<file path="config.mk">
export PLATFORM = sky130hd
export DESIGN_NAME = xy_input_conditioner
export DESIGN_NICKNAME = d
export VERILOG_FILES = /design/src/rtl/xy_input_conditioner.sv
export SDC_FILE = /design/constraint.sdc
export NUM_CORES = 1
export LEC_CHECK = 0
export ABC_AREA = 1
export BUFFER_PORTS_ARGS = -buffer_cell sky130_fd_sc_hd__buf_2
export CORE_MARGIN = 2
export CORE_UTILIZATION = 45
export CTS_CLUSTER_SIZE = 12
export DETAILED_ROUTE_END_ITERATION = 12
export PLACE_DENSITY = 0.76
export SLEW_MARGIN = 20
export SYNTH_ARGS = -nofsm -noshare
export SYNTH_HDL_FRONTEND = slang
export SYNTH_SLANG_ARGS = --single-unit
</file>
<file path="constraint.sdc">
create_clock -name clk -period 1.41 [get_ports clk]
set_input_delay 0.0705 -clock clk [delete_from_list [all_inputs] [get_ports clk]]
set_output_delay 0.0705 -clock clk [all_outputs]
set_load 0.02 [all_outputs]
</file>
<file path="src/rtl/xy_input_conditioner.sv">
// Synchronise, debounce and edge-detect the raw x/y inputs feeding the two-input FSM exercises.
// Each channel commits a new level only after DEBOUNCE_CYCLES consecutive agreeing samples.

module xy_debounce_channel #(
  parameter int DEBOUNCE_CYCLES = 4,
  parameter int SYNC_STAGES     = 2
) (
  input  logic clk,
  input  logic rst_b,
  input  logic raw,
  input  logic en,
  output logic level,
  output logic rise,
  output logic fall,
  output logic commit
);

  localparam int CW = $clog2(DEBOUNCE_CYCLES + 1);
  localparam logic [CW-1:0] CNT_LAST = CW'(DEBOUNCE_CYCLES - 1);
  localparam logic [CW-1:0] CNT_ONE  = CW'(1);

  localparam logic [1:0] STABLE_LO = 2'd0;
  localparam logic [1:0] WAIT_HI   = 2'd1;
  localparam logic [1:0] STABLE_HI = 2'd2;
  localparam logic [1:0] WAIT_LO   = 2'd3;

  logic [SYNC_STAGES-1:0] sync_q;
  logic                   s;
  logic [1:0]             state_q;
  logic [1:0]             state_d;
  logic [CW-1:0]          cnt_q;
  logic [CW-1:0]          cnt_d;
  logic                   committed;
  logic                   level_d;

  // Synchroniser keeps sampling regardless of en.
  always_ff @(posedge clk or negedge rst_b) begin
    if (!rst_b) begin
      sync_q <= '0;
    end else begin
      sync_q <= {sync_q[SYNC_STAGES-2:0], raw};
    end
  end

  assign s         = sync_q[SYNC_STAGES-1];
  assign committed = (state_q == STABLE_HI) || (state_q == WAIT_LO);

  always_comb begin
    state_d = state_q;
    cnt_d   = cnt_q;
    commit  = 1'b0;
    case (state_q)
      STABLE_LO, STABLE_HI: begin
        if (s != committed) begin
          if (DEBOUNCE_CYCLES == 1) begin
            commit = 1'b1;
          end else begin
            state_d = committed ? WAIT_LO : WAIT_HI;
            cnt_d   = CNT_ONE;
          end
        end else begin
          cnt_d = '0;
        end
      end
      WAIT_HI, WAIT_LO: begin
        if (s != committed) begin
          if (cnt_q == CNT_LAST) begin
            commit = 1'b1;
          end else begin
            cnt_d = cnt_q + CNT_ONE;
          end
        end else begin
          // A glitch shorter than the debounce window is simply forgotten.
          state_d = committed ? STABLE_HI : STABLE_LO;
          cnt_d   = '0;
        end
      end
      default: begin
        state_d = STABLE_LO;
        cnt_d   = '0;
      end
    endcase
    if (commit) begin
      state_d = committed ? STABLE_LO : STABLE_HI;
      cnt_d   = '0;
    end
    if (!en) begin
      state_d = state_q;
      cnt_d   = cnt_q;
      commit  = 1'b0;
    end
  end

  assign level_d = (state_d == STABLE_HI) || (state_d == WAIT_LO);

  always_ff @(posedge clk or negedge rst_b) begin
    if (!rst_b) begin
      state_q <= STABLE_LO;
      cnt_q   <= '0;
      level   <= 1'b0;
      rise    <= 1'b0;
      fall    <= 1'b0;
    end else begin
      state_q <= state_d;
      cnt_q   <= cnt_d;
      level   <= level_d;
      rise    <= commit & ~committed;
      fall    <= commit & committed;
    end
  end

endmodule

module xy_input_conditioner #(
  parameter int DEBOUNCE_CYCLES = 4,
  parameter int SYNC_STAGES     = 2
) (
  input  logic clk,
  input  logic rst_b,
  input  logic x_raw,
  input  logic y_raw,
  input  logic en,
  output logic x_out,
  output logic y_out,
  output logic x_rise,
  output logic x_fall,
  output logic y_rise,
  output logic y_fall,
  output logic changed
);

  logic x_commit;
  logic y_commit;

  xy_debounce_channel #(
    .DEBOUNCE_CYCLES (DEBOUNCE_CYCLES),
    .SYNC_STAGES     (SYNC_STAGES)
  ) u_x (
    .clk    (clk),
    .rst_b  (rst_b),
    .raw    (x_raw),
    .en     (en),
    .level  (x_out),
    .rise   (x_rise),
    .fall   (x_fall),
    .commit (x_commit)
  );

  xy_debounce_channel #(
    .DEBOUNCE_CYCLES (DEBOUNCE_CYCLES),
    .SYNC_STAGES     (SYNC_STAGES)
  ) u_y (
    .clk    (clk),
    .rst_b  (rst_b),
    .raw    (y_raw),
    .en     (en),
    .level  (y_out),
    .rise   (y_rise),
    .fall   (y_fall),
    .commit (y_commit)
  );

  // Registered alongside the per-channel pulses so all five line up.
  always_ff @(posedge clk or negedge rst_b) begin
    if (!rst_b) begin
      changed <= 1'b0;
    end else begin
      changed <= x_commit | y_commit;
    end
  end

endmodule

</file>
# == Word level (Yosys, flattened, before mapping) ==
# Index checks and enable logic that the tools add are counted.
# word_totals
ff_bits,21
output_inout_bits,7
word_cells,84
# classes
add_sub_neg,2
n_eq_ne,16
mux,34
n_bitwise,7
reduce_logical,12
# op_table
op,count
$mux 2,14
$mux 3,6
$eq 2x2->1 const B,8
$pmux 3 s2,2
$mux 1,10
$ne 4x4->1 const B,2
$pmux 2 s2,2
$reduce_or 2->1,4
$add 3x1->3 const B,2
$eq 3x2->1 const B,2
$and 1x1->1,4
$eq 2x1->1 const B,2
$logic_not 2->1,2
$logic_or 1x1->1,4
$reduce_and 2->1,2
$ne 1x1->1,2
$not 1->1,2
$or 1x1->1,1

# == Longest topological paths before layout ==
# Gate-level depths: netlist of the first run.
# logic_depth
word_depth,9
ltp_mapped,6

# == Cells and area by module ==
# Synthesis of the first run repeated with hierarchy kept, for this count alone.
# hier_totals
cells_unflattened,92
hier_area_um2,869.6
# modules_own_cells
module,n_inst,cells_each,area_per_inst_um2,seq_area_each_um2
xy_debounce_channel,2,44,416.6,250.2
xy_input_conditioner,1,4,36.3,25.0

# == Worst setup path after synthesis of the first run ==
# OpenSTA, ideal clock, no wires.
# synth_path
path_type,register -> register
start,register u_y.cnt_q[0]
end,register changed
arrival_time_ns,1.065
required_time_ns,1.293
slack_ns,0.229
stages_incl_launch_ff,7
path_buffers,0
period_less_slack_ns,1.181
cell_sequence,dfrtp_1 > ha_1 > ha_1 > nand3_2 > inv_1 > nand2_1 > nand2_1
# synth_via
elab_chain_len,6
# synth_rtl
element,line,text
start: declaration,31,logic [CW-1:0] cnt_q;
start signal: assignment,105,cnt_q <= cnt_d;
$eq 3x2->1,67,if (cnt_q == CNT_LAST) begin
$mux 1,67,
$mux 1,66,if (s != committed) begin
$mux 1,52,case (state_q)
$mux 1,87,if (!en) begin
$or 1x1->1,168,changed <= x_commit | y_commit;
end signal: assignment,168,
end: declaration,129,output logic changed
# Every way passes these cells.
# A chain may end at the register's enable or synchronous reset.

# == Final worst setup path of the first run ==
# layout_path
start,register u_y.cnt_q[0]
end,register u_y.level
# layout_via
elab_chain_len,8
# layout_rtl
element,line,text
$eq 3x2->1 *,67,
$mux 1 *,67,
$mux 1 *,66,
$mux 1 *,52,
$mux 2 *,83,if (commit) begin
$mux 2 *,87,
$eq 2x2->1,94,assign level_d = (state_d == STABLE_HI) || (state_d == WAIT_LO);
$logic_or 1x1->1 *,94,
net u_y.level_d,34,logic level_d;
end signal: assignment,106,level <= level_d;
end: declaration,12,"output logic level,"
# The timed path passes the listed nets; every way through them passes the cells marked *.

==> results.json, run 1 <==
{
  "final_period_util": 0.920,
  "crit-reg2reg-capture": "u_y.level",
  "firstDrtPassIters": 4,
  "multi_input_comb_area_um2": 317,
  "tritoncts_clock_tree": "built",
  "worst_path_dominant_cell_family": "flip-flops",
  "synth.avg_cell_area_um2": 9.84,
  "fraction_of_layout_cells_with_a_size_suffix_above_1": 0.239,
  "clkLatencyLatePin_ns": 0.30,
  "number_of_core_rows": 16,
  "pre_cts_slack_ns": 0.127,
  "grtUsageTotal": 0.139,
  "pin_count_of_the_biggest_net_entering_global_routing": 22,
  "finClkSkew_ns": 0.00212,
  "clk_root_buffer_cell": "sky130_fd_sc_hd__clkbuf_4",
  "holdCritStartpoint": "en",
  "die_area_mm2": 0.00236,
  "critPathRequiredTime_ns": 1.61,
  "critPathArrivalTime_ns": 1.50,
  "fp.dieW_um": 48.6,
  "grt_pass1_wl_um": 2540,
  "cap_viol_max_count": 0,
  "setup.worst_path.class": "flip-flop to flip-flop",
  "critPathMaxStageDelay_ns": 0.40,
  "clkSlewWorstSetupHoldPaths_ns": 0.12,
  "rsz0062_at_grt": "no",
  "grt_pass1_vias": 628,
  "worst_path_max_delay_cell": "sky130_fd_sc_hd__dfrtp_1",
  "crit_path_max_fanout": 4,
  "yosys_register_bits": 21,
  "io_pins": 12,
  "crit_path_cell_trace": "ha_1, ha_1, nand3_2, o21ai_2, nand2_1",
  "numCtsBuffers": 3,
  "first_iter_violations": 6,
  "place_congestion": 0.705,
  "mostFrequentLayoutCells": "31 x sky130_fd_sc_hd__nand2_1, 21 x sky130_fd_sc_hd__dfrtp_1, 13 x sky130_fd_sc_hd__inv_1, 11 x sky130_fd_sc_hd__buf_2, 6 x sky130_fd_sc_hd__nand3_1",
  "seq_area_um2": 526,
  "tns_ns": 0,
  "area_growth_syn_to_layout_pct": 16.6,
  "cp_num_buf_inv": 0,
  "fill_cells": 192,
  "placedInstanceArea_um2": 985,
  "slew-limit-headroom": 0.701,
  "grt_antenna_before_repair": 0,
  "initial_core_util": 0.466,
  "portBuffers": 11,
  "ant_nets": 0,
  "outcome": "finished, final reports clean",
  "vdd_ir_drop_max_uv": 640,
  "cts.path.max_buffers": 2,
  "final_cell_area_mm2": 0.00104,
  "final_max_slew_viol_count": 0,
  "synth.yosys.seq_area_share": 0.587,
  "core_area_mm2": 0.00192,
  "finish.net_count": 119,
  "detailedPlacementHpwl_um": 1090,
  "min_path_type": "input port to flip-flop",
  "critPathLaunchType": "flip-flop",
  "fp.dieH_um": 48.6,
  "timing.hold.worst_endpoint": "u_y.state_q[0]",
  "clock_tree.htree_level_count": 1,
  "timing.final.ws_setup_ns": 0.113,
  "synth-warning-count": 0,
  "globalRoute.totalOverflow": 0,
  "setup_viol": 0,
  "wirelength_um": 1450,
  "cts.repair_timing.setup_buffer_count": 0,
  "yosysUniqueCellTypes": 12,
  "numClockSinks": 21,
  "via_per_inst": 4.52,
  "static-leakage-power_nw": 0.589,
  "reg2reg_setup_slack_ns": 0.11,
  "fmaxAchievable_ghz": 0.771,
  "timing.reg2reg.worst_path_depth": 5,
  "final_common_cell": "sky130_fd_sc_hd__nand2_1",
  "detailroute.via_count": 615,
  "mappedNetlistNets": 100,
  "worst_pin_slew_ns": 0.449,
  "antennaDiodeCount": 0,
  "synthesis.instances": 91,
  "regToRegStartpoint": "u_y.cnt_q[0]",
  "crit_path_frequent_cell": "sky130_fd_sc_hd__ha_1",
  "drc_violation_count_after_routing": 0,
  "nature_of_the_critical_path_endpoint": "flip-flop",
  "power_density_mw_per_mm2": 1180,
  "worst_hold_path.num_cells": 2,
  "timing_hold_violations_final": 0,
  "time_the_final_worst_path_needs_with_i_o_delays_and_setup_ns": 1.30,
  "route.detailed.wl_per_inst_um": 10.7,
  "cell_area_after_synthesis_um2": 896
}
-- metrics by stage --
step,utilization,instances,power (mW),hold slack [ns]
after floorplan,-,91,0.872,-0.225
after global placement,0.512,129,0.927,0.0435
after detailed placement,0.512,129,0.945,0.0476
after CTS,0.542,136,1.25,0.0395
after global routing,0.544,136,1.31,0.0565
final,0.544,136,1.23,0.0403
-- layout make-up --
class                      instances  area share
sequential                        21       0.503
clock buffer                       3      0.0216
timing repair buffer              14      0.0814
inverter                          15      0.0539
multi-input combinational         55       0.303
clock inverter                     1     0.00479
tap                               27      0.0323
-- how the worst max path moves through the flow --
stage	depth (start not counted)	to	from	slack, ns
2_1_floorplan	6	changed	u_y.cnt_q[0]	0.23
3_3_place_gp	6	changed	u_y.cnt_q[0]	0.17
3_5_place_dp	5	u_y.level	u_y.cnt_q[0]	0.13
4_1_cts	5	u_x.level	u_x.cnt_q[0]	0.10
5_1_grt	5	u_y.state_q[1]	u_y.cnt_q[0]	0.02
6_report	5	u_y.level	u_y.cnt_q[0]	0.11
-- state kept, by name, summed over array words and instances (netlist names) --
signal       cells
u_x.level        1
u_y.level        1
changed          1
u_x.rise         1
u_x.fall         1
u_y.sync_q       2
u_y.cnt_q        3
u_y.rise         1
u_x.sync_q       2
u_x.state_q      2
u_y.state_q      2
u_x.cnt_q        3
u_y.fall         1
-- cells by family (layout without fill, tap and decap cells) --
kind of cell               count (synthesis)  after routing  synth area share
adders and majority gates                  4              4            0.0559
DFF                                       21             21             0.587
and+or+nand+nor                           45             45             0.228
buffers and inverters                     15             33            0.0629
AOI/OAI and AO/OA                          6              6            0.0670
-- cell usage after synthesis, drive strengths merged --
cell type  instances  area, um^2
a21oi              2        32.5
dfrtp             21         526
ha                 4        50.1
inv               15        56.3
nand2             31         116
nand3              8        50.1
nor2               6        37.5
o21ai              4        27.5
-- routing by layer --
layer	vias up	track usage	wire [um]
met5	-	0	0
met4	0	0.0571	13
met3	2	0.0185	36
met2	10	0.274	813
met1	289	0.146	591
li1	314	-	-
-- power by group --
part	switching (mW)	internal [mW]	leakage [nW]	total [mW]
Sequential	0.0580	0.666	0.276	0.724
Clock	0.188	0.106	0.0177	0.294
Combinational	0.134	0.0767	0.296	0.211
-- what timing repair did --
item,CTS,global route
hold endpoints to repair,23,0
hold buffers,3,0
resized for setup,0,1
setup endpoints to repair,0,1
Power figures use the tool's default switching activity.
==> inputs of run 2 (changes only) <==
==> constraint.sdc (replaced) <==
create_clock -name clk -period 1.3 [get_ports clk]
set_input_delay 0.065 -clock clk [delete_from_list [all_inputs] [get_ports clk]]
set_output_delay 0.065 -clock clk [all_outputs]
set_load 0.02 [all_outputs]
==> run 2 against run 1 <==
- cell area up 4.6%
- non-clock buffer count up 1
- count of clock-buffer cells in the layout is the same
- sequential share of layout area is 2.2 points lower
- via count up 2.0%
- fmax up 6.2%
- combinational power increased by 20%
- clock power rose by 9.9%
- first-iteration DRC count is 33% higher
- register-to-register slack worse by 0.03 ns
- routed wire length increased by 1.4%
==> results.json, run 2 (synthesis results as in run 1) <==
{
  "crit_path_cell_trace": "ha_1, ha_4, a21oi_4, nand3_1, nand2_1",
  "numCtsBuffers": 3,
  "setup_viol": 0,
  "critPathLaunch": "u_x.cnt_q[0]",
  "detailroute.via_count": 627,
  "die_area_mm2": 0.00236,
  "crit-reg2reg-capture": "u_x.cnt_q[0]",
  "worst_path_dominant_cell_family": "flip-flops",
  "grt_pass1_vias": 617,
  "fraction_of_layout_cells_with_a_size_suffix_above_1": 0.264,
  "total_power_mw": 1.37,
  "vdd_ir_drop_max_uv": 715,
  "post-route-util": 0.568,
  "detailedPlacementHpwl_um": 1090,
  "route.detailed.wl_per_inst_um": 10.8,
  "critPathLaunchType": "flip-flop",
  "power_density_mw_per_mm2": 1250,
  "clkSlewWorstSetupHoldPaths_ns": 0.12,
  "drc_violation_count_after_routing": 0,
  "reg2reg_setup_slack_ns": 0.08,
  "setup.worst_path.class": "flip-flop to flip-flop",
  "fmaxAchievable_ghz": 0.818,
  "globalRoute.totalOverflow": 0,
  "wirelength_um": 1470,
  "multi_input_comb_area_um2": 357,
  "io_pins": 12,
  "cp_num_buf_inv": 0,
  "critPathArrivalTime_ns": 1.48,
  "initial_core_util": 0.466,
  "portBuffers": 11,
  "time_the_final_worst_path_needs_with_i_o_delays_and_setup_ns": 1.22,
  "biggestRegsByFlops": "u_x.cnt_q x3, u_y.cnt_q x3",
  "critPathMaxStageDelay_ns": 0.42,
  "ant_nets": 0,
  "cap_viol_max_count": 0,
  "rsz0062_at_grt": "no",
  "firstDrtPassIters": 3,
  "timing.hold.worst_endpoint": "u_y.state_q[0]",
  "place_congestion": 0.705,
  "holdCritStartpoint": "en",
  "cts.path.max_buffers": 2,
  "area_growth_syn_to_layout_pct": 21.9,
  "tns_ns": 0,
  "final_max_slew_viol_count": 0,
  "clkLatencyLatePin_ns": 0.31,
  "static-leakage-power_nw": 0.596,
  "timing.reg2reg.worst_path_depth": 5,
  "clock_tree.htree_level_count": 1,
  "nature_of_the_critical_path_endpoint": "flip-flop",
  "finClkSkew_ns": 0.00278,
  "outcome": "finished, final reports clean",
  "grtUsageTotal": 0.139,
  "fp.dieW_um": 48.6,
  "seq_area_um2": 526,
  "number_of_core_rows": 16,
  "antennaDiodeCount": 0,
  "regToRegStartpoint": "u_x.cnt_q[0]",
  "via_per_inst": 4.58,
  "worst_hold_path.num_cells": 2,
  "clk_root_buffer_cell": "sky130_fd_sc_hd__clkbuf_4",
  "first_iter_violations": 8,
  "pin_count_of_the_biggest_net_entering_global_routing": 22,
  "critPathRequiredTime_ns": 1.55,
  "grt_antenna_before_repair": 0,
  "crit_path_max_fanout": 4,
  "fill_cells": 183,
  "fp.dieH_um": 48.6,
  "finish.net_count": 120,
  "min_path_type": "input port to flip-flop",
  "cp.depth": 5,
  "core_area_mm2": 0.00192,
  "tritoncts_clock_tree": "built",
  "numClockSinks": 21,
  "final_common_cell": "sky130_fd_sc_hd__nand2_1",
  "mostFrequentLayoutCells": "31 x sky130_fd_sc_hd__nand2_1, 21 x sky130_fd_sc_hd__dfrtp_1, 13 x sky130_fd_sc_hd__inv_1, 11 x sky130_fd_sc_hd__buf_2, 6 x sky130_fd_sc_hd__nand3_1",
  "slew-limit-headroom": 0.705,
  "worst_path_max_delay_cell": "sky130_fd_sc_hd__dfrtp_1",
  "final_period_util": 0.940,
  "worst_pin_slew_ns": 0.443,
  "grt_pass1_wl_um": 2550,
  "timing_hold_violations_final": 0
}
[run 2: cell types whose count changed in the layout (fill, tap and decap cells not counted), sizes merged]
cell,change
buf,+1
[run 2: layer usage]
layer  global-route usage  wire length, um  up-vias
met5                    0                0        -
met4               0.0571               13        0
met3               0.0185               36        2
met2                0.267              804       10
met1                0.152              619      298
li1                     -                -      317
[run 2: final cells by class]
cell class                 count  share of cell area
clock buffer                   3              0.0206
clock inverter                 1             0.00458
inverter                      15              0.0515
multi-input combinational     55               0.326
sequential                    21               0.481
tap                           27              0.0309
timing repair buffer          15              0.0848
[run 2: repair_timing]
item,CTS,global route
setup endpoints to repair,3,7
hold buffers,3,0
hold endpoints to repair,23,0
pin swaps,0,1
resized for setup,2,5
buffers inserted,0,1
[run 2: through the flow]
| step | area [um^2] | hold slack (ns) | instances | setup slack (ns) |
|---|---|---|---|---|
| final | 1090 | 0.0666 | 137 | 0.0778 |
| after global routing | 1090 | 0.0780 | 137 | 0.00748 |
| after CTS | 1050 | 0.0340 | 136 | 0.0167 |
| after detailed placement | 985 | 0.0421 | 129 | 0.0166 |
| after global placement | 985 | 0.0380 | 129 | 0.0625 |
| after floorplan | 896 | -0.231 | 91 | 0.119 |
[run 2: worst max-delay path by stage]
stage / endpoint
2_1_floorplan: changed
3_3_place_gp: changed
3_5_place_dp: u_y.level
4_1_cts: u_x.level
5_1_grt: u_x.level
6_report: u_x.cnt_q[0]
[run 2: worst register-to-register path: cells and delay by family, from the launching register on]
family                     cells  cell delay (ns)
DFF                            1             0.42
AOI/OAI and AO/OA              1             0.17
and+or+nand+nor                2             0.16
adders and majority gates      2             0.41
[run 2: power by group]
part           internal [mW]  switching, mW
registers              0.723         0.0664
logic                 0.0991          0.155
clock network          0.115          0.208
==> inputs of run 3 (changes only) <==
--- a/config.mk
+++ b/config.mk
@@ -8,10 +8,10 @@
 export ABC_AREA = 1
 export BUFFER_PORTS_ARGS = -buffer_cell sky130_fd_sc_hd__buf_2
 export CORE_MARGIN = 2
-export CORE_UTILIZATION = 45
+export CORE_UTILIZATION = 40
 export CTS_CLUSTER_SIZE = 12
 export DETAILED_ROUTE_END_ITERATION = 12
-export PLACE_DENSITY = 0.76
+export PLACE_DENSITY = 0.7
 export SLEW_MARGIN = 20
 export SYNTH_ARGS = -nofsm -noshare
 export SYNTH_HDL_FRONTEND = slang
==> constraint.sdc (replaced) <==
create_clock -name clk -period 1.52 [get_ports clk]
set_input_delay 0.076 -clock clk [delete_from_list [all_inputs] [get_ports clk]]
set_output_delay 0.076 -clock clk [all_outputs]
set_load 0.02 [all_outputs]
==> run 3 against run 2 <==
- fmax shrank 4.0%
- via count fell by 1.4%
- count of clock-buffer cells in the layout unchanged
- sequential cell count did not move
- register-to-register slack gained 0.17 ns
- clock skew up 0.0075 ns
- sequential power down 15%
- clock power fell by 16%
- first-iteration DRC count decreased by 38%
- routed wire length decreased by 6.0%
==> results.json, run 3 (synthesis results as in run 1) <==
{
  "drc_violation_count_after_routing": 0,
  "finish.net_count": 119,
  "finClkSkew_ns": 0.0103,
  "area_growth_syn_to_layout_pct": 16.5,
  "post-route-util": 0.481,
  "mostFrequentLayoutCells": "31 x sky130_fd_sc_hd__nand2_1, 21 x sky130_fd_sc_hd__dfrtp_1, 13 x sky130_fd_sc_hd__inv_1, 11 x sky130_fd_sc_hd__buf_2, 6 x sky130_fd_sc_hd__nand3_1",
  "cap_viol_max_count": 0,
  "fp.dieH_um": 51.3,
  "nature_of_the_critical_path_endpoint": "flip-flop",
  "cts.path.max_buffers": 2,
  "reg2reg_setup_slack_ns": 0.25,
  "critPathLaunchType": "flip-flop",
  "final_cell_area_mm2": 0.00104,
  "die_area_mm2": 0.00263,
  "outcome": "finished, final reports clean",
  "biggestRegsByFlops": "u_x.cnt_q x3, u_y.cnt_q x3",
  "fp.dieW_um": 51.3,
  "min_path_type": "input port to flip-flop",
  "io_pins": 12,
  "detailroute.via_count": 618,
  "clkSlewWorstSetupHoldPaths_ns": 0.12,
  "multi_input_comb_area_um2": 314,
  "detailedPlacementHpwl_um": 1040,
  "placedInstanceArea_um2": 986,
  "place_congestion": 0.735,
  "critPathRequiredTime_ns": 1.72,
  "timing_hold_violations_final": 0,
  "tritoncts_clock_tree": "built",
  "slew-limit-headroom": 0.686,
  "worst_hold_path.num_cells": 2,
  "wirelength_um": 1390,
  "fill_cells": 212,
  "via_per_inst": 4.51,
  "crit-reg2reg-capture": "changed",
  "postCtsResizedCells": 0,
  "numCtsBuffers": 3,
  "tns_ns": 0,
  "portBuffers": 11,
  "initial_core_util": 0.413,
  "final_common_cell": "sky130_fd_sc_hd__nand2_1",
  "ant_nets": 0,
  "crit_path_max_fanout": 4,
  "timing.hold.worst_endpoint": "u_y.state_q[0]",
  "fmaxAchievable_ghz": 0.785,
  "setup.worst_path.class": "flip-flop to flip-flop",
  "vdd_ir_drop_max_uv": 716,
  "rsz0062_at_grt": "no",
  "number_of_core_rows": 17,
  "final_period_util": 0.838,
  "firstDrtPassIters": 4,
  "timing.reg2reg.worst_path_depth": 6,
  "grt_pass1_vias": 635,
  "regToRegStartpoint": "u_y.cnt_q[0]",
  "worst_pin_slew_ns": 0.472,
  "grt_antenna_before_repair": 0,
  "setup_viol": 0,
  "grtUsageTotal": 0.137,
  "fraction_of_layout_cells_with_a_size_suffix_above_1": 0.229,
  "first_iter_violations": 5,
  "final_max_slew_viol_count": 0,
  "holdCritStartpoint": "en",
  "core_area_mm2": 0.00217,
  "numClockSinks": 21,
  "globalRoute.totalOverflow": 0,
  "critPathArrivalTime_ns": 1.48,
  "static-leakage-power_nw": 0.591,
  "grt_pass1_wl_um": 2640,
  "route.detailed.wl_per_inst_um": 10.1,
  "pin_count_of_the_biggest_net_entering_global_routing": 22,
  "clk_root_buffer_cell": "sky130_fd_sc_hd__clkbuf_4",
  "antennaDiodeCount": 0,
  "power_density_mw_per_mm2": 1090,
  "time_the_final_worst_path_needs_with_i_o_delays_and_setup_ns": 1.27,
  "clkLatencyLatePin_ns": 0.31,
  "clock_tree.htree_level_count": 1,
  "seq_area_um2": 526
}
[run 3: cell type report]
cell class | count | area share
Timing Repair Buffer | 14 | 0.0815
Tap cell | 28 | 0.0336
Clock inverter | 1 | 0.00480
Inverter | 15 | 0.0540
Sequential cell | 21 | 0.504
Multi-Input combinational cell | 55 | 0.301
Clock buffer | 3 | 0.0216
[run 3: how the worst max path moves through the flow]
stage          depth (start not counted)        endpoint    startpoint
2_1_floorplan                          6         changed  u_y.cnt_q[0]
3_3_place_gp                           6         changed  u_y.cnt_q[0]
3_5_place_dp                           5       u_x.level  u_x.cnt_q[0]
4_1_cts                                5       u_x.level  u_x.cnt_q[0]
5_1_grt                                5  u_x.state_q[1]  u_x.cnt_q[0]
6_report                               6         changed  u_y.cnt_q[0]
[run 3: power by group]
group | switching (mW) | total, mW | internal (mW)
Sequential | 0.0509 | 0.669 | 0.618
Clock | 0.173 | 0.271 | 0.0982
Combinational | 0.124 | 0.195 | 0.0708
[run 3: per-layer routing]
| layer | wire length [um] | GRT usage | vias to the layer above |
|---|---|---|---|
| li1 | - | - | 316 |
| met1 | 612 | 0.159 | 287 |
| met2 | 697 | 0.234 | 11 |
| met3 | 53 | 0.0351 | 4 |
| met4 | 23 | 0.0658 | 0 |
| met5 | 0 | 0 | - |
[run 3: through the flow]
step           total power [mW]  setup slack, ns  std cells  hold slack [ns]
3_3_place_gp              0.861            0.272        130           0.0567
2_1_floorplan             0.809            0.339         91           -0.220
5_1_grt                    1.20            0.122        137           0.0589
6_report                   1.14            0.246        137           0.0322
3_5_place_dp              0.875            0.239        130           0.0674
4_1_cts                    1.16            0.222        137           0.0296
[run 3: critical path: stages (launching register included)]
cell and delay (ns):
sky130_fd_sc_hd__dfrtp_1 0.42, sky130_fd_sc_hd__ha_1 0.21, sky130_fd_sc_hd__ha_1 0.23, sky130_fd_sc_hd__nand3_2 0.15, sky130_fd_sc_hd__inv_1 0.05, sky130_fd_sc_hd__nand2_1 0.06
sky130_fd_sc_hd__nand2_1 0.06
[run 3: timing repair]
action,in CTS,in global routing
buffers inserted,0,0
hold endpoints to repair,23,0
hold buffers,3,0
